**config.mk**
```make
export PLATFORM = sky130hd
export DESIGN_NAME = remote_comm
export DESIGN_NICKNAME = d
export VERILOG_FILES = /design/src/rtl/cmd_pkg.sv /design/src/rtl/resp_tmr.sv /design/src/rtl/remote_comm.sv
export SDC_FILE = /design/constraint.sdc
export NUM_CORES = 1
export LEC_CHECK = 0
export BUFFER_PORTS_ARGS = -buffer_cell sky130_fd_sc_hd__buf_2
export CAP_MARGIN = 20
export CORE_ASPECT_RATIO = 2
export CORE_MARGIN = 2
export CORE_UTILIZATION = 45
export CTS_CLUSTER_SIZE = 28
export DETAILED_ROUTE_END_ITERATION = 8
export PLACE_DENSITY_LB_ADDON = 0.1
export SLEW_MARGIN = 20
export SYNTH_ARGS = -nofsm -noshare
export SYNTH_HDL_FRONTEND = slang
export SYNTH_SLANG_ARGS = --single-unit
export TNS_END_PERCENT = 1
```
**constraint.sdc**
```tcl
create_clock -name clk -period 5.1 [get_ports clk]
set_input_delay 0.255 -clock clk [delete_from_list [all_inputs] [get_ports clk]]
set_output_delay 0.255 -clock clk [all_outputs]
set_load 0.01 [all_outputs]
```
**src/rtl/cmd_pkg.sv**
```systemverilog
// cmd_pkg: command-link opcodes, acknowledge byte and remote-side FSM states.
package cmd_pkg;
  localparam logic [7:0] REQ_BATT  = 8'h01;
  localparam logic [7:0] SET_PTCH  = 8'h02;
  localparam logic [7:0] SET_ROLL  = 8'h03;
  localparam logic [7:0] SET_YAW   = 8'h04;
  localparam logic [7:0] SET_THRST = 8'h05;
  localparam logic [7:0] CALIBRATE = 8'h06;
  localparam logic [7:0] EMER_LAND = 8'h07;
  localparam logic [7:0] MTRS_OFF  = 8'h08;
  localparam logic [7:0] POS_ACK   = 8'hA5;
  typedef enum logic [2:0] {IDLE, TX_CMD, TX_HI, TX_LO, WAIT_RESP} rc_state_t;
endpackage

```
**src/rtl/resp_tmr.sv**
```systemverilog
// resp_tmr: saturating response-window counter; expired holds at terminal count.
module resp_tmr #(
  parameter logic [24:0] TMO_CYCLES = 25'd25_000_000,
  localparam int W = $clog2(TMO_CYCLES)
) (
  input  logic clk,
  input  logic rst_n,
  input  logic clr,
  input  logic en,
  output logic expired
);
  logic [W-1:0] cnt;
  assign expired = cnt == W'(TMO_CYCLES - 25'd1);
  always_ff @(posedge clk or negedge rst_n)
    if (!rst_n) cnt <= '0;
    else if (clr) cnt <= '0;
    else if (en && !expired) cnt <= cnt + 1'b1;
endmodule

```
**src/rtl/remote_comm.sv**
```systemverilog
// remote_comm: sends opcode/data-hi/data-lo over the UART, then waits for a
// one-byte response or a timeout and presents the result to the host.
module remote_comm
  import cmd_pkg::*;
#(
  parameter logic [24:0] TMO_CYCLES = 25'd25_000_000
) (
  input  logic        clk,
  input  logic        rst_n,
  input  logic        snd_cmd,
  input  logic [7:0]  cmd,
  input  logic [15:0] data,
  input  logic        tx_done,
  input  logic        rx_rdy,
  input  logic [7:0]  rx_data,
  output logic        trmt,
  output logic [7:0]  tx_data,
  output logic        clr_rx_rdy,
  output logic        busy,
  output logic [7:0]  resp,
  output logic        resp_rdy,
  output logic        pos_ack,
  output logic        timeout
);
  rc_state_t state, nxt;
  logic [15:0] data_q;
  logic [7:0] tx_data_d, resp_d;
  logic trmt_d, clr_d, busy_d, resp_rdy_d, pos_ack_d, timeout_d;
  logic expired, rx_new, got, tmo;
  // a byte whose clear is already in flight is the one just consumed, not a new one
  assign rx_new = rx_rdy && !clr_rx_rdy;
  assign got = state == WAIT_RESP && rx_new;
  assign tmo = state == WAIT_RESP && expired && !rx_new;
  resp_tmr #(.TMO_CYCLES(TMO_CYCLES)) u_tmr (
    .clk(clk),
    .rst_n(rst_n),
    .clr(state != WAIT_RESP),
    .en(state == WAIT_RESP),
    .expired(expired)
  );
  always_ff @(posedge clk or negedge rst_n)
    if (!rst_n) begin
      state <= IDLE;
      data_q <= '0;
      trmt <= 1'b0;
      tx_data <= '0;
      clr_rx_rdy <= 1'b0;
      busy <= 1'b0;
      resp <= '0;
      resp_rdy <= 1'b0;
      pos_ack <= 1'b0;
      timeout <= 1'b0;
    end else begin
      state <= nxt;
      if (state == IDLE && snd_cmd) data_q <= data;
      trmt <= trmt_d;
      tx_data <= tx_data_d;
      clr_rx_rdy <= clr_d;
      busy <= busy_d;
      resp <= resp_d;
      resp_rdy <= resp_rdy_d;
      pos_ack <= pos_ack_d;
      timeout <= timeout_d;
    end
  // trmt marks the entry cycle, so a tx_done coincident with it is ignored
  always_comb begin
    nxt = state;
    case (state)
      IDLE:      if (snd_cmd) nxt = TX_CMD;
      TX_CMD:    if (tx_done && !trmt) nxt = TX_HI;
      TX_HI:     if (tx_done && !trmt) nxt = TX_LO;
      TX_LO:     if (tx_done && !trmt) nxt = WAIT_RESP;
      WAIT_RESP: if (got || tmo) nxt = IDLE;
      default:   nxt = IDLE;
    endcase
  end
  always_comb begin
    trmt_d = nxt != state && nxt != IDLE && nxt != WAIT_RESP;
    tx_data_d = !trmt_d ? tx_data :
                state == IDLE ? cmd :
                state == TX_CMD ? data_q[15:8] : data_q[7:0];
    clr_d = rx_new;
    busy_d = state != IDLE || snd_cmd;
    resp_rdy_d = got;
    timeout_d = tmo;
    resp_d = got ? rx_data : resp;
    pos_ack_d = got ? rx_data == POS_ACK : tmo ? 1'b0 : pos_ack;
  end
endmodule

```
### Word level (Yosys, flattened, before mapping)

Index checks and enable logic that the tools add are counted.

| word-level totals | value |
|---|---|
| flip-flop bits (word level) | 66 |
| bits in latches | 0 |
| bits in writable memories | 0 |
| bits in read-only memories | 0 |
| input bits | 37 |
| output and inout bits | 22 |
| logic and storage cells | 53 |
| memories kept | 0 |

| cells by class | value |
|---|---|
| add/subtract/negate cells | 1 |
| $mul | 0 |
| divide/modulo/power cells | 0 |
| order comparisons | 0 |
| equal/unequal tests | 9 |
| shift-type cells | 0 |
| mux-type cells | 12 |
| bitwise operators | 0 |
| reductions and logical operators | 20 |

Operator list:

| operator | number |
|---|---|
| $mux 25 | 2 |
| $add 25x1->25 const B | 1 |
| $eq 25x25->1 const B | 1 |
| $mux 8 | 2 |
| $mux 3 | 5 |
| $pmux 3 s5 | 1 |
| $logic_and 1x1->1 | 9 |
| $eq 8x8->1 const B | 1 |
| $eq 3x2->1 const B | 2 |
| $ne 3x3->1 const B | 2 |
| $reduce_bool 3->1 | 2 |
| $logic_not 1->1 | 4 |
| $reduce_bool 2->1 | 2 |
| $eq 3x1->1 const B | 1 |
| $eq 3x3->1 const B | 1 |
| $logic_not 3->1 | 1 |
| $ne 3x3->1 | 1 |
| $logic_or 1x1->1 | 2 |
| $mux 1 | 2 |

### Logic depth before layout (Yosys ltp)

Gate-level depths: netlist (run 1).

| depth | value |
|---|---|
| depth after elaboration | 10 |
| depth in mapped cells | 7 |
| mapped depth without buffers | 5 |

### Modules after synthesis

A second synthesis (run 1) with hierarchy kept.

| unflattened totals | value |
|---|---|
| cells, all modules | 278 |
| area total of the unflattened synthesis | 3130.5 um2 |

Modules (own cells, without submodules):

| module | times used | cells each | area each (um2) | sequential area each (um2) |
|---|---|---|---|---|
| remote_comm | 1 | 131 | 1765.4 | 1026.0 |
| resp_tmr | 1 | 147 | 1365.1 | 625.6 |

### Worst setup path after synthesis (run 1)

No wires, ideal clock.

| timing path | value |
|---|---|
| path kind | register -> register |
| from | register state[1] |
| to | register data_q[10] |
| library setup time | 125 ps |
| data arrival time | 1570 ps |
| required time | 4975 ps |
| setup slack | 3405 ps |
| stages on the path, launching flop included | 5 |
| buffers on the path | 2 |
| clock period less this slack | 1695 ps |
| cell sequence | dfrtp_1 buf_2 nor4b_4 buf_2 mux2_2 |

| on the way | value |
|---|---|
| longest elaborated chain between the ends | 2 |

RTL lines:

| item | RTL line | text |
|---|---|---|
| start: declaration | remote_comm.sv:25 | `rc_state_t state, nxt;` |
| start signal: assignment | remote_comm.sv:54 | `state <= nxt;` |
| $logic_not 3->1 | remote_comm.sv:55 | `if (state == IDLE && snd_cmd) data_q <= data;` |
| $logic_and 1x1->1 | remote_comm.sv:55 |  |
| end signal: assignment | remote_comm.sv:55 |  |
| end: declaration | remote_comm.sv:26 | `logic [15:0] data_q;` |

Every way passes these cells.
A chain may end at the register's enable or synchronous reset.

### Final worst setup path (run 1)

| timing path | value |
|---|---|
| from | register state[0] |
| to | register tx_data[7] |

| on the way | value |
|---|---|
| longest elaborated chain between the ends | 9 |
| elaborated cells between the ends (all ways) | 22 |
| classes of those cells | eq/ne (6); mux (8); reduce/logical (8) |

RTL lines:

| item | RTL line | text |
|---|---|---|
| $eq 3x3->1 | remote_comm.sv:32, remote_comm.sv:33, remote_comm.sv:68 |  |
| $logic_and 1x1->1 (2 in series) | remote_comm.sv:33 | `assign tmo = state == WAIT_RESP && expired && !rx_new;` |
| $logic_or 1x1->1 | remote_comm.sv:73 | `WAIT_RESP: if (got \|\| tmo) nxt = IDLE;` |
| $mux 3 | remote_comm.sv:73 |  |
| $pmux 3 s5 | remote_comm.sv:68 | `case (state)` |
| $ne 3x3->1 / $reduce_bool 3->1 (equally long branches) | remote_comm.sv:78 | `trmt_d = nxt != state && nxt != IDLE && nxt != WAIT_RESP;` |
| $logic_and 1x1->1 (2 in series) | remote_comm.sv:78 |  |
| end signal: assignment | remote_comm.sv:57 | `tx_data <= tx_data_d;` |
| end: declaration | remote_comm.sv:17 | `output logic [7:0] tx_data,` |

Several ways; a longest one is shown, not always the timed one.

==> summary.txt, run 1 <==
Clock network
  – Clk slew on worst S/H paths: about 0.060 ns
  – CTS buffer count: 9
  – CTS tree: built
  – Hold buffer count at cts: 0
  – Post-CTS Setup Bufs: 0
  – Clock Tree Buf Depth: 2
  – CTS resizes: 0
  – CTS sink count: between 60 and 70
  – Clk_lat worst skew: around 0.33 ns
  – H-tree levels: 3
  – Clock tree root buffer cell: clkbuf_16

Pwr
  – Pwr per Cell Area: between 500 and 600 nW/um^2
  – Final Power: 1922 uW
  – Peak VDD IR: 0.0002776 V
  – Pleak: between 0.0015 and 0.002 uW

Critical path
  – Crit-path max cell delay: 0.80 ns
  – Top delay family on crit path: compound AO/OA/AOI/OAI gates
  – Critical path buffers and inverters: 0
  – CP Class: flip-flop to flip-flop
  – FF-to-FF setup slack: 2.87 ns
  – CP required: around 5.3 ns
  – Critical path endpoint category: flip-flop
  – CP max-delay cell: dfrtp_1
  – CP startpoint: state[0]
  – R2r startpoint: state[0]
  – Crit path DAT: between 2 and 2.5 ns
  – R2R Path End: tx_data[7]
  – CP Cell Sequence: nand2b_1, a21oi_1, o21bai_1, o21ai_0
  – CP Capture Point: tx_data[7]
  – Critical path depth: 4
  – CP Max Fanout: 17
  – R2R depth: 4
  – Startpoint types: flip-flop

Synthesis
  – Distinct cell type count after synthesis: 47
  – Syn_nets: around 320
  – Synth Instances: about 280
  – Largest cells by area after synthesis: dfrtp_1 54%, mux2_2 8.5%, o21ai_0 4.1%
  – Mapped Area: between 3000 and 4000 um^2
  – Avg Inst Size Synth: around 11 um^2
  – #FFs+latches synth: 66
  – Seq/Total Area, Yosys: 53.90%
  – Synthesis Warnings: 0
  – Synth area leader: dfrtp_1
  – Post-synth top area share: a little over half

Die
  – Core area: 6621 um^2
  – I/O pin count: 59
  – Initial core utilization: 46.28%
  – Num rows: 42
  – Die height: about 120 um
  – Die span in x: 62.35 um
  – Area of the die: around 7500 um^2

Route
  – WL per Instance: 15.00 um
  – DRT Pass-1 Iters: 6
  – DR iter-0 viols: 84
  – Vias: roughly 2,200
  – Drt total wl: about 6.4 mm
  – DRC viols: 0
  – Antenna viol nets, final: 0
  – Drt via density: roughly 5.2

GRT
  – First-pass GRT wire length: about 11 mm
  – Initial antenna violation count: 0
  – Largest net degree at the start of global routing: between 60 and 70
  – Gr ovfl total: 0
  – Gr usage total: a little under a fifth
  – Vias in the first global route: 2,252

Cells and area
  – Ant diodes: 0
  – Multi-input gate area: between 1000 and 1500 um^2
  – Fillcell total: 610
  – Final Net Count: 373
  – Synth-to-Final Area Change: 22.66%
  – Fin area: 3759 um^2
  – Register area: between 1500 and 2000 um^2
  – Layout cells sized above 1: roughly a third

Status
  – Status: finished clean

Timing
  – F_max: 449.2 MHz
  – Tmin final: 2.226 ns
  – Fin Clk Skew: 0.004067 ns
  – Tcrit/Tclk final: between 40% and 50%
  – Rel. slew slack: approximately 31%
  – Setup TNS Final: 0 ns
  – Final Hold Viols: 0
  – Pins Over Slew Limit: 0
  – Slew @ Worst Pin: about 1.0 ns
  – RSZ-0062 raised after global routing: false
  – Endpoints failing setup: 0

Job
  – Max_cap viols: 0

Min path
  – Hold Crit Class: input port to asynchronous set/reset pin

Place
  – GP Congestion: around 0.75
  – # port buffers: a little under 60
  – Area after DPL: 3410 um^2
  – Detail Placement HPWL: around 4.6 mm
-- logic make-up after synthesis --
| group | Yosys count | synth area share (%) |
|---|---|---|
| simple gates | 103 | 19.80 |
| flops | 66 | 53.90 |
| compound gates | 41 | 7.064 |
| xor+xnor | 15 | 4.288 |
| mux | 33 | 11.76 |
| fa+ha+maj | 1 | 0.4083 |
| buf+inv | 19 | 2.777 |
-- cell usage in the layout (no fill, tap or decap), types with 7 or more instances in the layout --
master | netlist | routed
dfrtp_1 | 66 | 66
buf_2 | 5 | 58
nand2_1 | 26 | 26
o21ai_0 | 25 | 25
mux2_2 | 23 | 23
nor2_1 | 22 | 22
a21oi_1 | 9 | 9
mux2i_1 | 9 | 9
xnor2_1 | 9 | 9
clkbuf_16 | 0 | 9
nand3_1 | 8 | 8
nor3_1 | 7 | 7
-- registers in the layout (all words and copies together) (netlist names) --
register and flops:
data_q 16, trmt 1, pos_ack 1, tx_data 8, clr_rx_rdy 1, u_tmr.cnt 25
resp 8, timeout 1, resp_rdy 1, state 3, busy 1
-- final cells by class --
cell class,count,area share (%)
Timing Repair Buffer,59,7.923
Clock buffer,13,7.457
Tap cell,88,2.929
Clock inverter,3,1.831
Sequential cell,66,43.94
Inverter,6,0.5992
Multi-Input combinational cell,193,35.32
-- metrics by stage --
step | std cells | utilization, % | hold WS (ns) | worst slack, ns
after detailed placement | 412 | 51.49 | 0.4642 | 2.840
after floorplan | 278 | - | -0.04059 | 3.405
after global placement | 412 | 51.49 | 0.4560 | 2.873
after CTS | 428 | 56.76 | 0.1331 | 2.809
after global routing | 428 | 56.76 | 0.1370 | 2.579
final | 428 | 56.76 | 0.1118 | 2.874
-- cells in the mapped netlist, drive strengths merged --
| cell type | instances |
|---|---|
| nor3 | 7 |
| nor2b | 1 |
| a21oi | 9 |
| clkbuf | 7 |
| nor4b | 2 |
| nand2 | 27 |
| mux2 | 24 |
| nand2b | 2 |
| dfrtp | 66 |
| a31oi | 2 |
| or4 | 3 |
| and3 | 3 |
| nand3b | 1 |
| nor3b | 2 |
| o211ai | 1 |
| o21ai | 26 |
| nand3 | 9 |
| ha | 1 |
| xor2 | 6 |
| o21bai | 1 |
| o31ai | 1 |
| or3b | 2 |
| nand4 | 6 |
| nor4bb | 2 |
| inv | 6 |
| o22ai | 1 |
| nor2 | 22 |
| mux2i | 9 |
| xnor2 | 9 |
| or3 | 7 |
| buf | 6 |
| and4 | 3 |
| nor4 | 3 |
| and2 | 1 |
-- where the power goes --
group          total [uW]  switching [uW]  internal (uW)  leakage, uW
clock network         703             221            482     0.000172
registers             774             107            667     0.000856
logic                 444             217            227     0.000710
total                1920             545           1380      0.00174
-- worst min path at each step --
| stage | end | slack, ns |
|---|---|---|
| final | busy | 0.11 |
| after global routing | data_q[11] | 0.14 |
| after global placement | tx_data[7] | 0.46 |
| after floorplan | busy | -0.04 |
| after CTS | data_q[11] | 0.13 |
| after detailed placement | tx_data[1] | 0.46 |
-- per-layer routing --
layer / up-vias / GRT usage, % / part of all wire, % / routed length, um
li1: 1099 / - / - / -
met1: 1074 / 19.01 / 38 / 2438
met2: 46 / 33.63 / 56 / 3578
met3: 12 / 4.279 / 3.8 / 241
met4: 0 / 10.00 / 2.5 / 161
met5: - / 0 / 0 / 0
No activity file was read; power rests on OpenSTA's default activity.
==> inputs of run 2 (changes only) <==
==> constraint.sdc (replaced) <==
create_clock -name clk -period 1.8 [get_ports clk]
set_input_delay 0.09 -clock clk [delete_from_list [all_inputs] [get_ports clk]]
set_output_delay 0.09 -clock clk [all_outputs]
set_load 0.01 [all_outputs]
==> run 2 against run 1 <==
  * Clock-buffer cell count unchanged
  * Sequential power rose to 2.8 times the previous value
  * Combinational power rose to 3.4 times the previous value
  * Register-to-register slack worse by 2.8 ns
  * Final cell count up 8.4%
  * Highest routed layer unchanged
  * Critical endpoint is now pos_ack
  * Fmax up 30%
  * Clock power rose to 2.7 times the previous value
  * Non-clock buffer count up 37
  * Via count up 6.6%
==> summary.txt, run 2 (synthesis gave the netlist of run 1 again) <==
Status
  – Status: finished clean (unchanged)

Clock network
  – CTS sink count: 66 (unchanged)
  – CTS tree: built (unchanged)
  – Clock tree root buffer cell: clkbuf_16 (unchanged)
  – H-tree levels: 3 (unchanged)
  – Clk_lat worst skew: 0.33 ns (about the same)
  – Clock Tree Buf Depth: 2 (unchanged)
  – CTS buffer count: 9 (unchanged)
  – Clk slew on worst S/H paths: 0.05 ns (was 0.06 ns)

Place
  – Detail Placement HPWL: 5.023 mm (was 4.610 mm)
  – # port buffers: 58 (unchanged)
  – Setup WS pre-CTS: 0.04222 ns (was 2.840 ns)
  – GP Congestion: 0.8519 (was 0.7512)
  – Dpl cells: 435 (was 412)

Critical path
  – Critical path endpoint category: flip-flop (unchanged)
  – Crit-path max cell delay: 0.57 ns (was 0.80 ns)
  – CP Cell Sequence: and4_1, nand3_2, or4_4, nor2_1, o22ai_1 (was nand2b_1, a21oi_1, o21bai_1, o21ai_0)
  – CP required: 2.00 ns (was 5.26 ns)
  – FF-to-FF setup slack: 0.09 ns (was 2.87 ns)
  – Crit path DAT: 1.91 ns (was 2.39 ns)
  – Startpoint types: flip-flop (unchanged)
  – CP Max Fanout: 4 (was 17)
  – CP Class: flip-flop to flip-flop (unchanged)
  – CP max-delay cell: or4_4 (was dfrtp_1)

Timing
  – Rel. slew slack: 72.56% (was 31.20%)
  – Final Hold Viols: 0 (unchanged)
  – Worst Slack Setup Final: 0.09125 ns (was 2.874 ns)
  – F_max: 585.2 MHz (was 449.2 MHz)
  – Pins Over Slew Limit: 0 (unchanged)
  – Fin Clk Skew: 0.005977 ns (was 0.004067 ns)
  – RSZ-0062 raised after global routing: true (was false)
  – Endpoints failing setup: 0 (unchanged)
  – Slew @ Worst Pin: 0.4104 ns (was 1.028 ns)
  – Tmin final: 1.709 ns (was 2.226 ns)
  – Tcrit/Tclk final: 94.93% (was 43.65%)

Cells and area
  – Ant diodes: 0 (unchanged)
  – Final Non-Filler Cells: 464 (was 428)
  – Commonest non-fill, non-tap cell in the layout: dfrtp_1 (unchanged)
  – Commonest cells after routing, fill and taps aside: 66 x dfrtp_1, 58 x buf_2, 25 x nand2_1, 25 x o21ai_0, 23 x mux2_2 (was 66 x dfrtp_1, 58 x buf_2, 26 x nand2_1)
  – Layout cells sized above 1: 36.44% (was 32.35%)
  – Max reg flops: 25 (unchanged)
  – Synth-to-Final Area Change: 34.01% (was 22.66%)
  – Biggest register: u_tmr.cnt (unchanged)
  – Final Net Count: 410 (was 373)
  – Largest registers: u_tmr.cnt (25), data_q (16) (unchanged)

GRT
  – Initial antenna violation count: 0 (unchanged)
  – First-pass GRT wire length: 11.66 mm (was 10.54 mm)
  – Vias in the first global route: 2,460 (was 2,252)
  – Gr ovfl total: 0 (unchanged)
  – Gr usage total: 20.43% (was 18.34%)
  – Largest net degree at the start of global routing: 38 (was 67)

Route
  – Drt via density: 5.125 (was 5.213)
  – DR iter-0 viols: 99 (was 84)
  – Antenna viol nets, final: 0 (unchanged)
  – Vias: 2,378 (was 2,231)
  – DRC viols: 0 (unchanged)
  – WL per Instance: 15.31 um (was 15.00 um)
  – DRT Pass-1 Iters: 4 (was 6)
  – Drt total wl: 7.103 mm (was 6.419 mm)

Die
  – Area of the die: 7526 um^2 (unchanged)
  – Initial core utilization: 46.28% (unchanged)
  – I/O pin count: 59 (unchanged)
  – Die span in x: 62.35 um (unchanged)
  – Num rows: 42 (unchanged)
  – Core area: 6621 um^2 (unchanged)
  – Die height: 120.7 um (unchanged)

Pwr
  – Pwr per Cell Area: 1339 nW/um^2 (was 511.2 nW/um^2)
  – Peak VDD IR: 0.0007553 V (was 0.0002776 V)
  – Pleak: 0.001907 uW (was 0.001738 uW)

Job
  – Max_cap viols: 0 (unchanged)

Min path
  – Hold Crit Class: input port to flip-flop (was input port to asynchronous set/reset pin)
## run 2: routing by layer
metal	up-vias	share of wire (%)	global-route usage, %
met1	1137	36	20.87
li1	1169	-	-
met2	54	56	37.57
met4	0	3.1	10.69
met5	-	0	0
met3	18	4.0	5.395
## run 2: what timing repair did
action                                  in CTS  in global routing
gates resized for setup                      0                  8
endpoints found under the hold margin       60                  0
buffers inserted                             0                  0
endpoints found under the setup margin       0                 22
hold buffers                                14                  0
## run 2: worst paths after layout
kind / from / endpoint / cells past startpoint
worst min-delay path: data[14] / data_q[14] / 2
max in group asynchronous: rst_n / u_tmr.cnt[18] / 3
worst max register to register: u_tmr.cnt[18] / pos_ack / 5
worst min register to register: tx_data[1] / tx_data[1] / 2
worst max-delay path: u_tmr.cnt[18] / pos_ack / 5
min in group asynchronous: rst_n / tx_data[0] / 2
## run 2: area by class of cell
class / instances / area (um^2)
fillers: 567 / 2515
flip-flops and latches: 66 / 1652
multi-input cells: 193 / 1366
repair buffers: 96 / 635.6
clock buffers: 13 / 260.3
well taps: 88 / 110.1
clock inverters: 2 / 60.06
inverters: 6 / 22.52
## run 2: through the flow
stage | cell area (um^2) | util (%) | total power, uW | hold WS, ns | setup TNS [ns]
2_1_floorplan | 3064 | - | 3092 | -0.2056 | 0
3_3_place_gp | 3607 | 54.48 | 3590 | -0.01208 | 0
3_5_place_dp | 3607 | 54.48 | 3653 | -0.004803 | 0
4_1_cts | 4068 | 61.43 | 5579 | 0.0006957 | 0
5_1_grt | 4106 | 62.02 | 5860 | 0.0001101 | -0.01911
6_report | 4106 | 62.02 | 5500 | 0.007869 | 0
## run 2: worst max-delay path: cells and delay by family, from the launching register on
kind / cells / cell delay, ns
AO/OA/AOI/OAI: 1 / 0.07
flip-flops: 1 / 0.41
AND/OR/NAND/NOR: 4 / 1.11
## run 2: where the power goes
group          total, uW  leakage, uW  internal [uW]  switching, uW
sequential          2130     0.000856           1890            234
clock               1870     0.000156           1280            592
combinational       1500     0.000894            759            742
total               5500      0.00191           3930           1570
==> inputs of run 3 (changes only) <==
--- a/config.mk
+++ b/config.mk
@@ -9,11 +9,10 @@
 export CAP_MARGIN = 20
 export CORE_ASPECT_RATIO = 2
 export CORE_MARGIN = 2
-export CORE_UTILIZATION = 45
+export CORE_UTILIZATION = 49
 export CTS_CLUSTER_SIZE = 28
 export DETAILED_ROUTE_END_ITERATION = 8
 export PLACE_DENSITY_LB_ADDON = 0.1
-export SLEW_MARGIN = 20
 export SYNTH_ARGS = -nofsm -noshare
 export SYNTH_HDL_FRONTEND = slang
 export SYNTH_SLANG_ARGS = --single-unit
==> run 3 against run 2 <==
  * Combinational power about the same
  * Routed wire length down 3.1%
  * Final area down 1.4%
  * Die area down 7.8%
  * Critical endpoint is now u_tmr.cnt[24]
  * Largest cell class unchanged
  * Highest routed layer unchanged
==> summary.txt, run 3 (synthesis gave the netlist of run 1 again) <==
Die
  – Initial core utilization: 51.02% (was 46.28%)
  – Area of the die: 6940 um^2 (was 7526 um^2)
  – Die span in x: 59.92 um (was 62.35 um)
  – I/O pin count: 59 (unchanged)
  – Num rows: 40 (was 42)
  – Die height: 115.8 um (was 120.7 um)
  – Core area: 6006 um^2 (was 6621 um^2)

Route
  – WL per Instance: 15.85 um (was 15.31 um)
  – Antenna viol nets, final: 0 (unchanged)
  – Drt total wl: 6.880 mm (was 7.103 mm)
  – DRC viols: 0 (unchanged)
  – DR iter-0 viols: 93 (was 99)
  – Vias: 2,367 (was 2,378)
  – Drt via density: 5.454 (was 5.125)
  – DRT Pass-1 Iters: 4 (unchanged)

Timing
  – Slew @ Worst Pin: 0.3394 ns (was 0.4104 ns)
  – Fin Clk Skew: 0.005235 ns (was 0.005977 ns)
  – Pins Over Slew Limit: 0 (unchanged)
  – F_max: 560.4 MHz (was 585.2 MHz)
  – Tmin final: 1.785 ns (was 1.709 ns)
  – Rel. slew slack: 77.16% (was 72.56%)
  – RSZ-0062 raised after global routing: true (unchanged)
  – Endpoints failing setup: 0 (unchanged)
  – Tcrit/Tclk final: 99.14% (was 94.93%)
  – Final Hold Viols: 0 (unchanged)

Cells and area
  – Layout cells sized above 1: 34.77% (was 36.44%)
  – Final core utilization: 67.42% (was 62.02%)
  – Largest registers: u_tmr.cnt (25), data_q (16) (unchanged)
  – Ant diodes: 0 (unchanged)
  – Final Non-Filler Cells: 434 (was 464)
  – Biggest register: u_tmr.cnt (unchanged)
  – Final Net Count: 404 (was 410)
  – Synth-to-Final Area Change: 32.14% (was 34.01%)
  – Max reg flops: 25 (unchanged)
  – Commonest non-fill, non-tap cell in the layout: dfrtp_1 (unchanged)
  – Commonest cells after routing, fill and taps aside: 66 x dfrtp_1, 58 x buf_2, 26 x nand2_1 (was 66 x dfrtp_1, 58 x buf_2, 25 x nand2_1, 25 x o21ai_0, 23 x mux2_2)

GRT
  – Largest net degree at the start of global routing: 67 (was 38)
  – Gr usage total: 22.17% (was 20.43%)
  – First-pass GRT wire length: 11.28 mm (was 11.66 mm)
  – Vias in the first global route: 2,429 (was 2,460)
  – Initial antenna violation count: 0 (unchanged)
  – Gr ovfl total: 0 (unchanged)

Min path
  – Hold Crit Class: input port to flip-flop (unchanged)

Status
  – Status: finished clean (unchanged)

Critical path
  – CP Cell Sequence: and4_1, buf_4, nand4_4, nor4_1, xnor2_1, nor2_1 (was and4_1, nand3_2, or4_4, nor2_1, o22ai_1)
  – CP Class: flip-flop to flip-flop (unchanged)
  – CP max-delay cell: dfrtp_1 (was or4_4)
  – CP required: 2.00 ns (about the same)
  – Critical path endpoint category: flip-flop (unchanged)
  – Crit path DAT: 1.99 ns (was 1.91 ns)
  – Startpoint types: flip-flop (unchanged)
  – CP Max Fanout: 9 (was 4)
  – Crit-path max cell delay: 0.39 ns (was 0.57 ns)

Place
  – GP Congestion: 0.7861 (was 0.8519)
  – Dpl cells: 405 (was 435)
  – Detail Placement HPWL: 4.821 mm (was 5.023 mm)
  – # port buffers: 58 (unchanged)

Clock network
  – Clock tree root buffer cell: clkbuf_16 (unchanged)
  – CTS tree: built (unchanged)
  – Clk_lat worst skew: 0.33 ns (about the same)
  – Post-CTS Setup Bufs: 0 (unchanged)
  – CTS sink count: 66 (unchanged)
  – H-tree levels: 3 (unchanged)
  – Clk slew on worst S/H paths: 0.05 ns (about the same)
  – CTS buffer count: 9 (unchanged)
  – Clock Tree Buf Depth: 2 (unchanged)

Pwr
  – Pleak: 0.001901 uW (was 0.001907 uW)
  – Pwr per Cell Area: 1427 nW/um^2 (was 1339 nW/um^2)
  – Peak VDD IR: 0.0008921 V (was 0.0007553 V)

Job
  – Max_cap viols: 0 (unchanged)
[run 3: per-layer routing]
layer  track usage, %  wire [um]  up-vias
met1            24.91       2672     1139
met4            9.481        145        0
li1                 -          -     1156
met3            6.362        274       11
met2            37.97       3787       61
met5                0          0        -
[run 3: timing repair]
| action | in CTS | in global routing |
|---|---|---|
| hold endpoints to repair | 78 | 0 |
| hold buffers | 13 | 0 |
| resized for setup | 0 | 2 |
| endpoints found under the setup margin | 0 | 16 |
[run 3: report_power, final]
| group | internal [uW] | switching, uW | total [uW] |
|---|---|---|---|
| sequential | 1890 | 237 | 2130 |
| combinational | 772 | 746 | 1520 |
| clock | 1530 | 604 | 2130 |
| total | 4190 | 1590 | 5780 |
[run 3: worst paths after layout]
path                              start             to  slack [ns]  cells after the start
max                        u_tmr.cnt[3]  u_tmr.cnt[24]        0.02                      6
min                          rx_data[4]        resp[4]        0.01                      2
max reg2reg                u_tmr.cnt[3]  u_tmr.cnt[24]        0.02                      6
min reg2reg                  tx_data[4]     tx_data[4]        0.47                      2
max in group asynchronous         rst_n  u_tmr.cnt[20]        1.20                      3
min in group asynchronous         rst_n     tx_data[3]        0.32                      3
[run 3: metrics by stage]
stage | setup TNS [ns] | hold WS, ns | setup WS (ns) | area [um^2] | power, uW
finish | 0 | 0.01265 | 0.01547 | 4049 | 5779
detailed placement | 0 | 0.1342 | 0.05365 | 3538 | 3669
global route | -0.2360 | 0.007122 | -0.07545 | 4049 | 6122
CTS | 0 | 0.001093 | 0.03545 | 4036 | 5858
floorplan | 0 | -0.2056 | 0.1049 | 3064 | 3092
global placement | 0 | 0.1363 | 0.1127 | 3538 | 3621
[run 3: cell type report]
class,instances,area [um^2]
Timing Repair Buffer,90,588.1
Multi-Input combinational cell,193,1340
Clock inverter,5,125.1
Clock buffer,11,242.7
Fill cell,478,1957
Sequential cell,66,1652
Tap cell,63,78.83
Inverter,6,22.52
[run 3: worst max-delay path, delay by kind of cell, from the launching register on]
| family | cells | cell delay, ns |
|---|---|---|
| flip-flops | 1 | 0.39 |
| AND/OR/NAND/NOR | 4 | 0.92 |
| buffers and inverters | 1 | 0.18 |
| XOR/XNOR | 1 | 0.17 |
